<file path="src/rtl/ex_mem_pkg.sv">
// Shared definitions for the EX/MEM pipeline stage: default field widths,
// skid-buffer occupancy states and the payload layout.
package ex_mem_pkg;

    localparam int unsigned DEF_DATA_W       = 32;
    localparam int unsigned DEF_REG_AW       = 5;
    localparam int unsigned DEF_WB_W         = 2;
    localparam int unsigned DEF_MEM_W        = 3;
    localparam int unsigned DEF_REGWRITE_BIT = 1;

    typedef enum logic [1:0] {
        ST_EMPTY = 2'd0,
        ST_FULL  = 2'd1,
        ST_SKID  = 2'd2
    } skid_state_e;

    typedef struct packed {
        logic [DEF_WB_W-1:0]   wb;
        logic [DEF_MEM_W-1:0]  mem;
        logic [DEF_DATA_W-1:0] result;
        logic [DEF_DATA_W-1:0] rtdata;
        logic [DEF_REG_AW-1:0] writeaddr;
    } ex_mem_payload_t;

    // Total packed width of one payload entry for a given set of field widths.
    function automatic int unsigned payload_width(input int unsigned data_w,
                                                  input int unsigned reg_aw,
                                                  input int unsigned wb_w,
                                                  input int unsigned mem_w);
        return wb_w + mem_w + 2 * data_w + reg_aw;
    endfunction

endpackage

</file>
<file path="src/rtl/stage_skid_buf.sv">
// Generic two-entry skid buffer with flush. The main entry drives the outputs;
// the skid entry absorbs the one extra accept that can happen after the
// consumer stalls, so in_ready_o depends on registered state only.
//
//   state    | meaning
//   ST_EMPTY | nothing held, outputs invalid
//   ST_FULL  | main entry valid, skid free
//   ST_SKID  | main and skid valid, input stalled
module stage_skid_buf
    import ex_mem_pkg::*;
#(
    parameter int unsigned PAY_W = 8
) (
    input  logic             clk_i,
    input  logic             rst_i,
    input  logic             flush_i,
    input  logic             in_valid_i,
    output logic             in_ready_o,
    input  logic [PAY_W-1:0] in_data_i,
    output logic             out_valid_o,
    input  logic             out_ready_i,
    output logic [PAY_W-1:0] out_data_o
);

    skid_state_e      state_q, state_d;
    logic [PAY_W-1:0] main_q, main_d;
    logic [PAY_W-1:0] skid_q, skid_d;
    logic             accept;
    logic             take;

    assign in_ready_o  = (state_q != ST_SKID);
    assign out_valid_o = (state_q != ST_EMPTY);
    assign out_data_o  = main_q;
    assign accept      = in_valid_i & in_ready_o;
    assign take        = out_valid_o & out_ready_i;

    // Next-state and entry updates; flush overrides any accept or take.
    always_comb begin
        state_d = state_q;
        main_d  = main_q;
        skid_d  = skid_q;
        if (flush_i) begin
            state_d = ST_EMPTY;
        end else begin
            case (state_q)
                ST_EMPTY: begin
                    if (accept) begin
                        main_d  = in_data_i;
                        state_d = ST_FULL;
                    end
                end
                ST_FULL: begin
                    if (accept && take) begin
                        main_d = in_data_i;
                    end else if (accept) begin
                        skid_d  = in_data_i;
                        state_d = ST_SKID;
                    end else if (take) begin
                        state_d = ST_EMPTY;
                    end
                end
                ST_SKID: begin
                    if (take) begin
                        main_d  = skid_q;
                        state_d = ST_FULL;
                    end
                end
                default: state_d = ST_EMPTY;
            endcase
        end
    end

    // State and entry registers; reset clears both entries.
    always_ff @(posedge clk_i or negedge rst_i) begin
        if (!rst_i) begin
            state_q <= ST_EMPTY;
            main_q  <= '0;
            skid_q  <= '0;
        end else begin
            state_q <= state_d;
            main_q  <= main_d;
            skid_q  <= skid_d;
        end
    end

endmodule

</file>
<file path="src/rtl/ex_mem_stage.sv">
// EX/MEM pipeline stage: packs the execute-stage payload into a skid buffer,
// turns an empty stage into a bubble (WB/MEM control forced to zero) and
// decodes the forwarding tap from the head entry.
module ex_mem_stage
    import ex_mem_pkg::*;
#(
    parameter int unsigned DATA_W       = DEF_DATA_W,
    parameter int unsigned REG_AW       = DEF_REG_AW,
    parameter int unsigned WB_W         = DEF_WB_W,
    parameter int unsigned MEM_W        = DEF_MEM_W,
    parameter int unsigned REGWRITE_BIT = DEF_REGWRITE_BIT
) (
    input  logic              clk_i,
    input  logic              rst_i,
    input  logic              in_valid_i,
    output logic              in_ready_o,
    input  logic [WB_W-1:0]   wb_i,
    input  logic [MEM_W-1:0]  mem_i,
    input  logic [DATA_W-1:0] result_i,
    input  logic [DATA_W-1:0] rtdata_i,
    input  logic [REG_AW-1:0] writeaddr_i,
    input  logic              flush_i,
    output logic              out_valid_o,
    input  logic              out_ready_i,
    output logic [WB_W-1:0]   wb_o,
    output logic [MEM_W-1:0]  mem_o,
    output logic [DATA_W-1:0] result_o,
    output logic [DATA_W-1:0] rtdata_o,
    output logic [REG_AW-1:0] writeaddr_o,
    output logic              fwd_en_o,
    output logic [REG_AW-1:0] fwd_addr_o,
    output logic [DATA_W-1:0] fwd_data_o
);

    localparam int unsigned PAY_W = payload_width(DATA_W, REG_AW, WB_W, MEM_W);

    logic [PAY_W-1:0]  in_pay;
    logic [PAY_W-1:0]  head_pay;
    logic [WB_W-1:0]   head_wb;
    logic [MEM_W-1:0]  head_mem;

    assign in_pay = {wb_i, mem_i, result_i, rtdata_i, writeaddr_i};

    stage_skid_buf #(
        .PAY_W (PAY_W)
    ) u_skid (
        .clk_i       (clk_i),
        .rst_i       (rst_i),
        .flush_i     (flush_i),
        .in_valid_i  (in_valid_i),
        .in_ready_o  (in_ready_o),
        .in_data_i   (in_pay),
        .out_valid_o (out_valid_o),
        .out_ready_i (out_ready_i),
        .out_data_o  (head_pay)
    );

    assign {head_wb, head_mem, result_o, rtdata_o, writeaddr_o} = head_pay;

    // An empty stage is a bubble: control fields read as zero while the
    // datapath fields keep their last value (the main entry is not rewritten).
    always_comb begin
        wb_o  = '0;
        mem_o = '0;
        if (out_valid_o) begin
            wb_o  = head_wb;
            mem_o = head_mem;
        end
    end

    // Forwarding tap: only a valid head that writes a nonzero register forwards.
    always_comb begin
        fwd_en_o   = out_valid_o & wb_o[REGWRITE_BIT] & (writeaddr_o != '0);
        fwd_addr_o = writeaddr_o;
        fwd_data_o = result_o;
    end

endmodule
</file>
<file path="config.mk">
export PLATFORM = sky130hd
export DESIGN_NAME = ex_mem_stage
export DESIGN_NICKNAME = d
export VERILOG_FILES = /design/src/rtl/ex_mem_pkg.sv /design/src/rtl/stage_skid_buf.sv /design/src/rtl/ex_mem_stage.sv
export SDC_FILE = /design/constraint.sdc
export NUM_CORES = 1
export LEC_CHECK = 0
export CAP_MARGIN = 10
export CORE_MARGIN = 2
export CORE_UTILIZATION = 45
export DETAILED_ROUTE_END_ITERATION = 16
export PLACE_DENSITY = 0.78
export REMOVE_ABC_BUFFERS = 1
export SLEW_MARGIN = 10
export SYNTH_ARGS = -nofsm -noshare
export SYNTH_HDL_FRONTEND = slang
export SYNTH_SLANG_ARGS = --single-unit
</file>
<file path="constraint.sdc">
create_clock -name clk_i -period 1.55 [get_ports clk_i]
set_input_delay 0.31 -clock clk_i [delete_from_list [all_inputs] [get_ports clk_i]]
set_output_delay 0.31 -clock clk_i [all_outputs]
set_load 0.05 [all_outputs]
</file>
==> flow_metrics.py, run 1 <==
metrics = {
    "run_status": {
        "status": "finished with violations",
        "violations": "setup timing",
    },
    "synth": {
        "synthSimpleGateAreaFrac_pct": 1.20,
        "yosys_warnings": 0,
        "synth_xor_area_share_pct": 0,
        "yosysUniqueCellTypes": 19,
        "synth_seq_area_share_pct": 50.7,
        "synth_top_family_by_area": "multiplexers",
        "synth_largest_area_cell": "dfrtp_1",
        "netlist.area_leader.share_pct": 50.7,
        "synth_cells": 525,
        "synth.area.top_cells": "dfrtp_1 (51%), mux2_2 (24%), buf_4 (11%)",
        "synth_area_sq_mm": 0.00740,
        "synth_compound_area_share_pct": 0.457,
        "synth_mux_area_share_pct": 33.9,
        "synthAdderAreaFrac_pct": 0,
        "avgSynthCellArea_sq_um": 14.1,
        "ys_ff_latch": 150,
    },
    "sta": {
        "hold_viol": 0,
        "max_freq_mhz": 493,
        "report.final.slew_viol_count": 0,
        "setup_ws_ns": -0.477,
        "grt_setup_unrepaired": "true",
        "period_share_pct": 131,
        "worst_hold_slack_ns": 0.358,
        "setup_viol": 156,
        "fin_worst_skew_ns": 0.00693,
        "slew_headroom_pct": 77.4,
        "fin_crit_ns": 2.03,
        "worst_slew_pin_slew_ns": 0.339,
        "setup_tns_ns": -50.93,
    },
    "cells_and_area": {
        "syn_to_final_growth_pct": 71.3,
        "layout_commonest_cell": "mux2_4",
        "final_cell_mix": "mux2_4 (179), dfrtp_1 (149), buf_12 (130), clkdlybuf4s50_1 (77), mux2_2 (43)",
        "final_layout_size_suffix_gt1_share_pct": 66.7,
        "antenna_cells": 0,
        "final_nets": 778,
    },
    "worst_setup_path": {
        "ff2ff_path_depth": 7,
        "path_cells": "or4_4 > o21a_1 > buf_6",
        "slowest_delay_ns": 0.53,
        "worstPathArrival_ns": 1.72,
        "r2r-start": "u_skid.state_q[1]",
        "reg2reg_slack_ns": -0.45,
        "worstPathRequired_ns": 1.24,
        "critPathCaptureType": "output pin",
        "slowest_stage": "or4_4",
        "reg2reg_to": "u_skid.out_data_o[29]",
        "start_kind": "flip-flop",
        "crit_fanout": 2,
        "criticalPathCategory": "reg -> out",
    },
    "power_and_ir_drop": {
        "leakage_nw": 5.91,
        "irDropWorstVdd_v": 0.000897,
        "swShare_pct": 33.8,
        "internal_power_mw": 11.8,
        "p_comb_share_pct": 42.2,
        "clockPowerShare_pct": 24.9,
        "seqPwrFrac_pct": 32.8,
        "power.density_mw_per_mm2": 1400,
        "netSwitchingPower_mw": 6.00,
    },
    "clock_network": {
        "cts_root_buf": "clkbuf_16",
        "clkSinkCount": 150,
        "ctsHtreeMaxLevel": 4,
        "cts_tree": "yes",
        "insertion_delay_ns": 0.42,
        "cts.clk_slew.worst_paths_ns": 0.07,
        "cts_buffers": 17,
        "ctsLongestPathBuffers": 2,
    },
    "place": {
        "dp_hpwl_um": 11000,
        "io_buffers": 192,
        "place.gp.congestion": 0.764,
    },
    "global_route": {
        "grt_pass1_wl_um": 35500,
        "antenna_found_initial": 0,
        "grt-ovfl-total": 0,
        "grt.total_usage_pct": 27.2,
        "grt_pass1_vias": 5673,
        "grt_start_max_net_pins": 49,
    },
    "detailed_routing": {
        "viasPerCell": 5.23,
        "firstDrtPassIters": 4,
        "detail_route.wl_per_cell_um": 24.9,
        "drc": 0,
        "drt_iter0_markers": 149,
        "ant_nets": 0,
        "routed_wl_um": 23100,
        "vias": 4854,
    },
    "die": {
        "initial_core_util_pct": 46.2,
        "rows": 46,
        "ioPinCount": 193,
        "die_y_um": 132,
        "dieArea_sq_mm": 0.0175,
        "core_sq_mm": 0.0160,
        "die-width_um": 132,
    },
    "worst_hold_path": {
        "min_path_type": "in -> async",
    },
    "flow_run": {
        "drv_cap": 0,
    },
}
## metrics by stage
step                power (mW)  worst slack [ns]  area [sq um]  util, %  cells
finish                    17.8            -0.477         12700     79.2    928
global route              18.3            -0.509         12700     79.2    928
CTS                       17.5            -0.425         12600     79.0    929
detailed placement        12.0            -0.591         10000     62.6    829
global placement          11.8            -0.506         10000     62.6    829
floorplan                 8.51             -5.22          6390        -    395
## final cells by class
cell class | count | area (sq um)
Timing Repair Buffer | 285 | 4610
Sequential cell | 150 | 3750
Multi-Input combinational cell | 243 | 3400
Fill cell | 832 | 3330
Clock buffer | 20 | 447
Tap cell | 216 | 270
Clock inverter | 12 | 176
Inverter | 2 | 17.5
## worst max-delay path, delay by kind of cell, from the launching register on
kind / cells / cell delay [ns]
buf+inv: 1 / 0.16
flops: 1 / 0.39
compound gates: 1 / 0.21
simple gates: 1 / 0.53
## cell usage after synthesis (all sizes together)
library cell / count
a21oi: 2
and2b: 1
buf: 130
dfrtp: 150
inv: 2
mux2: 222
mux2i: 1
nand2b: 1
nand3: 1
nor2: 4
nor2b: 6
nor3: 1
o21a: 2
o21ai: 1
or4: 1
## cell families (layout without fill, tap and decap cells)
kind of cell           after synthesis  count (layout)
AND/OR/NAND/NOR                     15              15
buffers and inverters              132             319
multiplexers                       223             223
AO/OA/AOI/OAI                        5               5
flip-flops                         150             150
## flip-flops by register name, summed over array words and instances (netlist names)
register,cells
u_skid.out_data_o,74
u_skid.state_q,2
u_skid.skid_q,74
## per-layer routing
metal,vias up,wire length (um),share of wire (%),global-route usage (%)
met3,31,1300,5.6,6.81
met4,0,379,1.6,8.24
li1,2074,-,-,-
met1,2567,9210,40,33.0
met2,182,12200,53,47.9
met5,-,0,0,0
## power groups by stage
| stage | combinational, mW | sequential (mW) | clock [mW] |
|---|---|---|---|
| final | 7.51 | 5.84 | 4.43 |
| after global routing | 7.75 | 5.94 | 4.66 |
| after CTS | 7.34 | 5.76 | 4.44 |
| after detailed placement | 6.27 | 5.77 | 0 |
| after global placement | 6.14 | 5.68 | 0 |
| after floorplan | 1.13 | 7.38 | 0 |
## repair_timing
| action | CTS | global route |
|---|---|---|
| endpoints found under the setup margin | 127 | 156 |
| pin swaps | 3 | 3 |
| buffers inserted | 38 | 11 |
| hold buffers | 1 | 0 |
| gates cloned | 29 | 1 |
| hold endpoints to repair | 28 | 0 |
| gates resized for setup | 244 | 56 |
## how the worst max path moves through the flow
stage	from	end	slack, ns	depth (start not counted)
global placement	in_valid_i	u_skid.out_data_o[20]	-0.51	6
detailed placement	in_valid_i	u_skid.out_data_o[19]	-0.59	6
global route	u_skid.out_data_o[3]	fwd_en_o	-0.51	3
finish	u_skid.out_data_o[4]	fwd_en_o	-0.48	3
floorplan	u_skid.state_q[0]	u_skid.out_data_o[10]	-5.22	4
CTS	u_skid.out_data_o[0]	fwd_en_o	-0.42	3
No activity file was read; power rests on OpenSTA's default activity.
==> inputs of run 2 (changes only) <==
Settings changed: ABC_AREA set to 0.
==> results of run 2 <==
The final DEF is identical to that of run 1; final timing and power are the same.
